### src/rtl/count_display.sv
// Binary-to-BCD converter (shift-and-add-3 FSM) driving a 3-digit multiplexed 7-segment display.
// Optional LEADING_ZERO_BLANK_EN blanks leading zero hundreds/tens digits.
module count_display #(
    parameter int REFRESH_BITS = 16
) (
    input  logic        clk,
    input  logic        rst,
    input  logic [7:0]  value,
    output logic [11:0] bcd,
    output logic        valid,
    output logic [3:0]  an,
    output logic [6:0]  seg,
    output logic        dp
);

    typedef enum logic [1:0] {
        IDLE  = 2'd0,
        SHIFT = 2'd1,
        LOAD  = 2'd2
    } state_t;

    state_t                  state;
    logic [7:0]              shift_reg;
    logic [11:0]             scratch;
    logic [11:0]             scratch_adj;
    logic [2:0]              shift_cnt;
    logic [REFRESH_BITS-1:0] prescaler;
    logic [1:0]              digit;
    logic [3:0]              nibble;
    logic                    blank;

    function automatic logic [3:0] add3(input logic [3:0] n);
        return (n >= 4'd5) ? (n + 4'd3) : n;
    endfunction

    function automatic logic [6:0] seg_decode(input logic [3:0] n);
        logic [6:0] s;
        case (n)
            4'd0:    s = 7'b1000000;
            4'd1:    s = 7'b1111001;
            4'd2:    s = 7'b0100100;
            4'd3:    s = 7'b0110000;
            4'd4:    s = 7'b0011001;
            4'd5:    s = 7'b0010010;
            4'd6:    s = 7'b0000010;
            4'd7:    s = 7'b1111000;
            4'd8:    s = 7'b0000000;
            4'd9:    s = 7'b0010000;
            default: s = 7'b1111111;
        endcase
        return s;
    endfunction

    // Add-3 correction applied to every scratch nibble before each shift
    always_comb begin
        scratch_adj = {add3(scratch[11:8]), add3(scratch[7:4]), add3(scratch[3:0])};
    end

    // Converter FSM: sample, eight shift/correct steps, then latch into bcd
    always_ff @(posedge clk or posedge rst) begin
        if (rst) begin
            state     <= IDLE;
            shift_reg <= 8'd0;
            scratch   <= 12'd0;
            shift_cnt <= 3'd0;
            bcd       <= 12'h000;
            valid     <= 1'b0;
        end else begin
            valid <= 1'b0;
            case (state)
                IDLE: begin
                    shift_reg <= value;
                    scratch   <= 12'd0;
                    shift_cnt <= 3'd0;
                    state     <= SHIFT;
                end
                SHIFT: begin
                    {scratch, shift_reg} <= {scratch_adj[10:0], shift_reg, 1'b0};
                    shift_cnt            <= shift_cnt + 3'd1;
                    if (shift_cnt == 3'd7) begin
                        state <= LOAD;
                    end else begin
                        state <= SHIFT;
                    end
                end
                LOAD: begin
                    bcd   <= scratch;
                    valid <= 1'b1;
                    state <= IDLE;
                end
                default: begin
                    state <= IDLE;
                end
            endcase
        end
    end

    // Refresh prescaler and digit index; digit advances on prescaler wrap
    always_ff @(posedge clk or posedge rst) begin
        if (rst) begin
            prescaler <= '0;
            digit     <= 2'd0;
        end else begin
            prescaler <= prescaler + {{(REFRESH_BITS-1){1'b0}}, 1'b1};
            if (&prescaler) begin
                digit <= (digit == 2'd2) ? 2'd0 : (digit + 2'd1);
            end else begin
                digit <= digit;
            end
        end
    end

    // Digit select and segment decode from the latched bcd only
    always_comb begin
        nibble = bcd[3:0];
        an     = 4'b1110;
        blank  = 1'b0;
        case (digit)
            2'd0: begin
                nibble = bcd[3:0];
                an     = 4'b1110;
            end
            2'd1: begin
                nibble = bcd[7:4];
                an     = 4'b1101;
`ifdef LEADING_ZERO_BLANK_EN
                blank  = (bcd[11:8] == 4'd0) && (bcd[7:4] == 4'd0);
`endif
            end
            2'd2: begin
                nibble = bcd[11:8];
                an     = 4'b1011;
`ifdef LEADING_ZERO_BLANK_EN
                blank  = (bcd[11:8] == 4'd0);
`endif
            end
            default: begin
                nibble = bcd[3:0];
                an     = 4'b1110;
            end
        endcase
        if (blank) begin
            seg = 7'b1111111;
        end else begin
            seg = seg_decode(nibble);
        end
    end

    assign dp = 1'b1;

endmodule
### config.mk
export PLATFORM = sky130hd
export DESIGN_NAME = count_display
export DESIGN_NICKNAME = d
export VERILOG_FILES = /design/src/rtl/count_display.sv
export SDC_FILE = /design/constraint.sdc
export NUM_CORES = 1
export LEC_CHECK = 0
export CORE_UTILIZATION = 50
export CTS_BUF_LIST = sky130_fd_sc_hd__clkbuf_16
export CTS_CLUSTER_DIAMETER = 80
export CTS_CLUSTER_SIZE = 8
export DETAILED_ROUTE_END_ITERATION = 10
export GPL_TIMING_DRIVEN = 0
export HOLD_SLACK_MARGIN = 0.12
export PLACE_DENSITY = 0.7
export SYNTH_ARGS = -nofsm -noshare
export SYNTH_HDL_FRONTEND = slang
export SYNTH_SLANG_ARGS = --single-unit
export TNS_END_PERCENT = 10
### constraint.sdc
create_clock -name clk -period 3.7 [get_ports clk]
set_input_delay 0.74 -clock clk [delete_from_list [all_inputs] [get_ports clk]]
set_output_delay 0.74 -clock clk [all_outputs]
set_load 0.02 [all_outputs]
After elaboration in Yosys (flattened, before gate mapping)
Memory sizes are Yosys's and may differ from the RTL's.
Cells that the tools add are included.
{ "totals": {"register_bits": 56, "latchBits": 0, "ramBits": 0, "rom_bits": 112, "in_bits": 10, "output_inout_bits": 25, "memories": 1} }
{ "memory_table": {"columns": ["name", "words", "width", "read_ports", "rd_ports_with_merged_regs", "write_ports", "line_no", "text"], "rows": [
  ["(name not given)", 16, 7, 1, 0, 0, "38", "case (n)"]
]} }
{ "classes": {"n_addsub": 6, "multipliers": 0, "div": 0, "magnitude_cmp": 3, "eq_ne": 5, "shift": 0, "mux": 12, "n_bitwise": 0, "n_reduce_logical": 3} }
{ "ops": {"columns": ["cell", "count"], "rows": [
  ["one-hot mux 12 bit (2 select lines)", 1],
  ["adder 16 x 1 -> 16 bit, second input constant", 1],
  ["one-hot mux 8 bit (2 select lines)", 1],
  ["AND reduction 16 bit", 1],
  [">= comparator 4 x 3 -> 1 bit, second input constant", 3],
  ["one-hot mux 3 bit (2 select lines)", 2],
  ["adder 4 x 2 -> 4 bit, second input constant", 2],
  ["two-way mux 4 bit", 2],
  ["one-hot mux 4 bit (2 select lines)", 1],
  ["equality test 2 x 1 -> 1 bit, second input constant", 2],
  ["equality test 2 bit, second input constant", 2],
  ["two-way mux 2 bit", 2],
  ["one-hot mux 2 bit (2 select lines)", 1],
  ["adder 3 x 1 -> 3 bit, second input constant", 1],
  ["adder 3 x 2 -> 3 bit, second input constant", 1],
  ["equality test 3 bit, second input constant", 1],
  ["two-way mux 3 bit", 1],
  ["adder 2 x 1 -> 2 bit, second input constant", 1],
  ["zero test 2 bit", 1],
  ["nonzero test 2 bit", 1],
  ["two-way mux 1 bit", 1]
]} }

Longest topological paths before layout
{ "depth": {"word_depth": 3, "ltp_mapped": 9} }

Worst setup path before layout
No wires, ideal clock.
{ "synth_path": {"path_kind": "register to output", "from": "register digit[0]", "to": "output seg[1]", "arrival_ns": 2.247, "path_slack_ns": 0.713, "stages_incl_launch_ff": 9, "n_path_buf": 1, "cell_sequence": "dfrtp_1 inv_1 ha_1 buf_2 nor2_1 a21oi_1 inv_1 ha_1 o21ai_0"} }
{ "synth_via": {"elab_chain_len": 3, "elab_cells_between_ends": 4} }
{ "synth_lines": {"columns": ["element", "line_no", "text"], "rows": [
  ["from (decl)", "28", "logic [1:0] digit;"],
  ["from (signal assigned)", "106", "digit <= (digit == 2'd2) ? 2'd0 : (digit + 2'd1);"],
  ["from (signal assigned)", "108", "digit <= digit;"],
  ["equality test 2 bit or equality test 2 x 1 -> 1 bit (tied branches)", "118", "case (digit)"],
  ["one-hot mux 4 bit (2 select lines) *", "118", null],
  ["memory read (16 x 7 bit) *", null, null],
  ["to (decl)", "12", "output logic [6:0] seg,"]
]} }
Every way passes the cells marked *; elsewhere a longest branch is shown, timed or not.

Worst setup path after layout
{ "layout_path": {"from": "register digit[0]", "to": "output seg[3]"} }
The elaborated chain is that of the path after synthesis.

==> qor.yml <==
fin_crit_ps: 3490
area.growth.synth_to_final_pct: 21.6
fin_crit_sh_pct: 94.2
final_common_cell: "dfrtp_1"
met2_usage_pct: 27.3
synth_top_cell_area_share_pct: 50.4
dieWidth_um: 76.6
cts_setup_buffers: 0
p_int_uw: 1360
powerDensity_nw_per_um2: 596
max_stage_delay_ps: 600
grt_use_met1_pct: 26.7
grt.total_usage_pct: 18.3
setup_violations: 0
r2r_end: "bcd[6]"
netlist_instances: 253
cts_root_buf: "clkbuf_16"
reg2regPathDepth: 4
finalWirelength_um: 4810
wl_per_cell_um: 13.3
p_comb_share_pct: 35.7
startpoint_type: "flop"
swShare_pct: 32.8
largest-register: "prescaler"
grt.busiest_layer: "met2"
p_seq_share_pct: 39.1
reg_top3: "prescaler: 16 flops, bcd: 12 flops, scratch: 12 flops"
path_cells: "inv_1 > ha_1 > buf_2 > nor2_1 > a21oi_2 > inv_1 > ha_1 > nand2_1 > nand3_1 > clkdlybuf4s50_1"
skew_ps: 6.97
max_slew.worst_pin.slew_ps: 692
grt_pass1_vias: 1758
io_pins: 35
drc: 0
holdWs_ps: 467
drt-initial-drc-count: 92
synth_area_per_cell_um2: 11.0
finalWorstSetupSlack_ps: 214
p_total_uw: 2020
die_height_um: 76.6
path_class: "reg -> out"
fp-row-count: 26
dp_hpwl_um: 3470
clkPwrFrac_pct: 25.3
p_sw_uw: 661
synth_top_area_cell: "dfrtp_1"
met3_usage_pct: 4.19
drv_slew: 0
rsz0062_at_grt: "false"
synth_area_um2: 2780
insertion_delay_ps: 290
diodes: 0
critPathRequiredTime_ps: 2960
coreArea_um2: 5240
status: "finished clean"
ant_nets: 0
pre_cts_ws_ps: 321
synthTopCellsByArea: "dfrtp_1, ha_1, mux2_2, xnor2_1, mux2i_1"
fp.dieArea_um2: 5870
largest_reg_flops: 16
tns_ps: 0
final_cell_mix: "dfrtp_1, clkdlybuf4s50_1, nand2_1"
crit_arrival_ps: 2750
synth_seq_cells: 56
ys_seq_area_share_pct: 50.4
r2r_slack_ps: 2130
grt_max_degree: 33
min_path_cells: 1
path_clk_slew_ps: 70
hold_path_class: "reg -> reg"
start_util_pct: 53.1
antenna_found_initial: 0
place.gp.congestion: 0.825
cpMaxStageDelayCell: "clkdlybuf4s50_1"
grt_pass1_wl_um: 8520
grt_remaining_overflow: 0
end_kind: "output pin"
cts.sinks: 56
path_max_fanout: 10
worstHoldStart: "prescaler[15]"
hold-path-endpoint: "prescaler[15]"
maxCapViolCount: 0
layout-drive-gt1-share_pct: 12.3
ys_warn_count: 0
io_buffers: 32
cts_tree: "built"
synthDistinctLibCells: 33
finalHoldViolCount: 0
slew_headroom_pct: 53.8
finalNetCount: 320
drt-pass1-iter-count: 4
htreeDepth: 2
vias: 1933
worst_ir_drop_vdd_uv: 428
reg2reg_from: "state[1]"
total_leakage_power_uw: 0.00155
viasPerCell: 5.33
fmax_ghz: 0.287
numCtsBuffers: 5
clock_path_buffers: 2
[final cells by class]
cell class | instances | area [µm²]
sequential | 56 | 1400
timing repair buffer | 33 | 343
clock inverter | 1 | 30.0
inverter | 15 | 56.3
fill | 405 | 1860
tap | 70 | 87.6
multi-input combinational | 172 | 1270
buffer | 11 | 63.8
clock buffer | 5 | 125
[through the flow]
stage	utilization, %	area (µm²)	cells
2_1_floorplan	-	2790	254
3_3_place_gp	61.0	3190	356
3_5_place_dp	61.3	3210	357
4_1_cts	64.4	3370	363
5_1_grt	64.6	3380	363
6_report	64.6	3380	363
[synthesized netlist by cell type, drive strengths merged]
cell type and n:
a21oi 11, ha 16, nand4 4, a22o 8, nor2 6, conb 1, nor3 1, and4 3
nand2b 4, and2 1, a31oi 2, and3 4, o21ai 20, xor2 2, nor3b 4, a21o 2
mux2 14, a211oi 2, buf 7, nor2b 2, clkbuf 4, xnor2 15, nand2 23, a22oi 4
nand3 11, inv 15, mux2i 11, dfrtp 56
[worst max-delay path by stage]
stage	start	to	slack, ps
2_1_floorplan	digit[0]	seg[1]	710
3_3_place_gp	digit[0]	seg[1]	380
3_5_place_dp	digit[0]	seg[1]	320
4_1_cts	digit[0]	seg[1]	40
5_1_grt	digit[0]	seg[3]	40
6_report	digit[0]	seg[3]	210
[what timing repair did]
item / in CTS / in global routing
hold buffers: 0 / 0
resized for setup: 1 / 3
setup endpoints to repair: 1 / 6
[worst max-delay path: cells and delay by family (launching register included)]
family / cells / cell delay [ps]
buffers and inverters: 4 / 1000
DFF: 1 / 420
and+or+nand+nor: 3 / 230
adders and majority gates: 2 / 600
AOI/OAI and AO/OA: 1 / 220
[per-layer routing]
layer / part of all wire, % / vias up
li1: - / 955
met1: 50 / 919
met2: 45 / 57
met3: 4.5 / 2
met4: 0.44 / 0
met5: 0 / -
[cells by family (layout without fill, tap and decap cells)]
kind of cell	after synthesis	count (layout)	share of synthesized area (%)
adder cells (fa/ha/maj)	16	16	7.20
buffers and inverters	26	65	4.32
AO/OA/AOI/OAI	49	49	10.7
XOR/XNOR	17	17	5.35
AND/OR/NAND/NOR	63	63	12.0
flip-flops	56	56	50.4
other	1	2	0.135
multiplexers	25	25	9.90
[power by group through the flow]
stage / clock network (µW) / registers (µW) / logic (µW)
after global routing: 547 / 803 / 791
after floorplan: 0 / 825 / 403
final: 509 / 788 / 720
after global placement: 0 / 796 / 696
after detailed placement: 0 / 798 / 713
after CTS: 518 / 788 / 718
No activity file was read; power rests on OpenSTA's default activity.
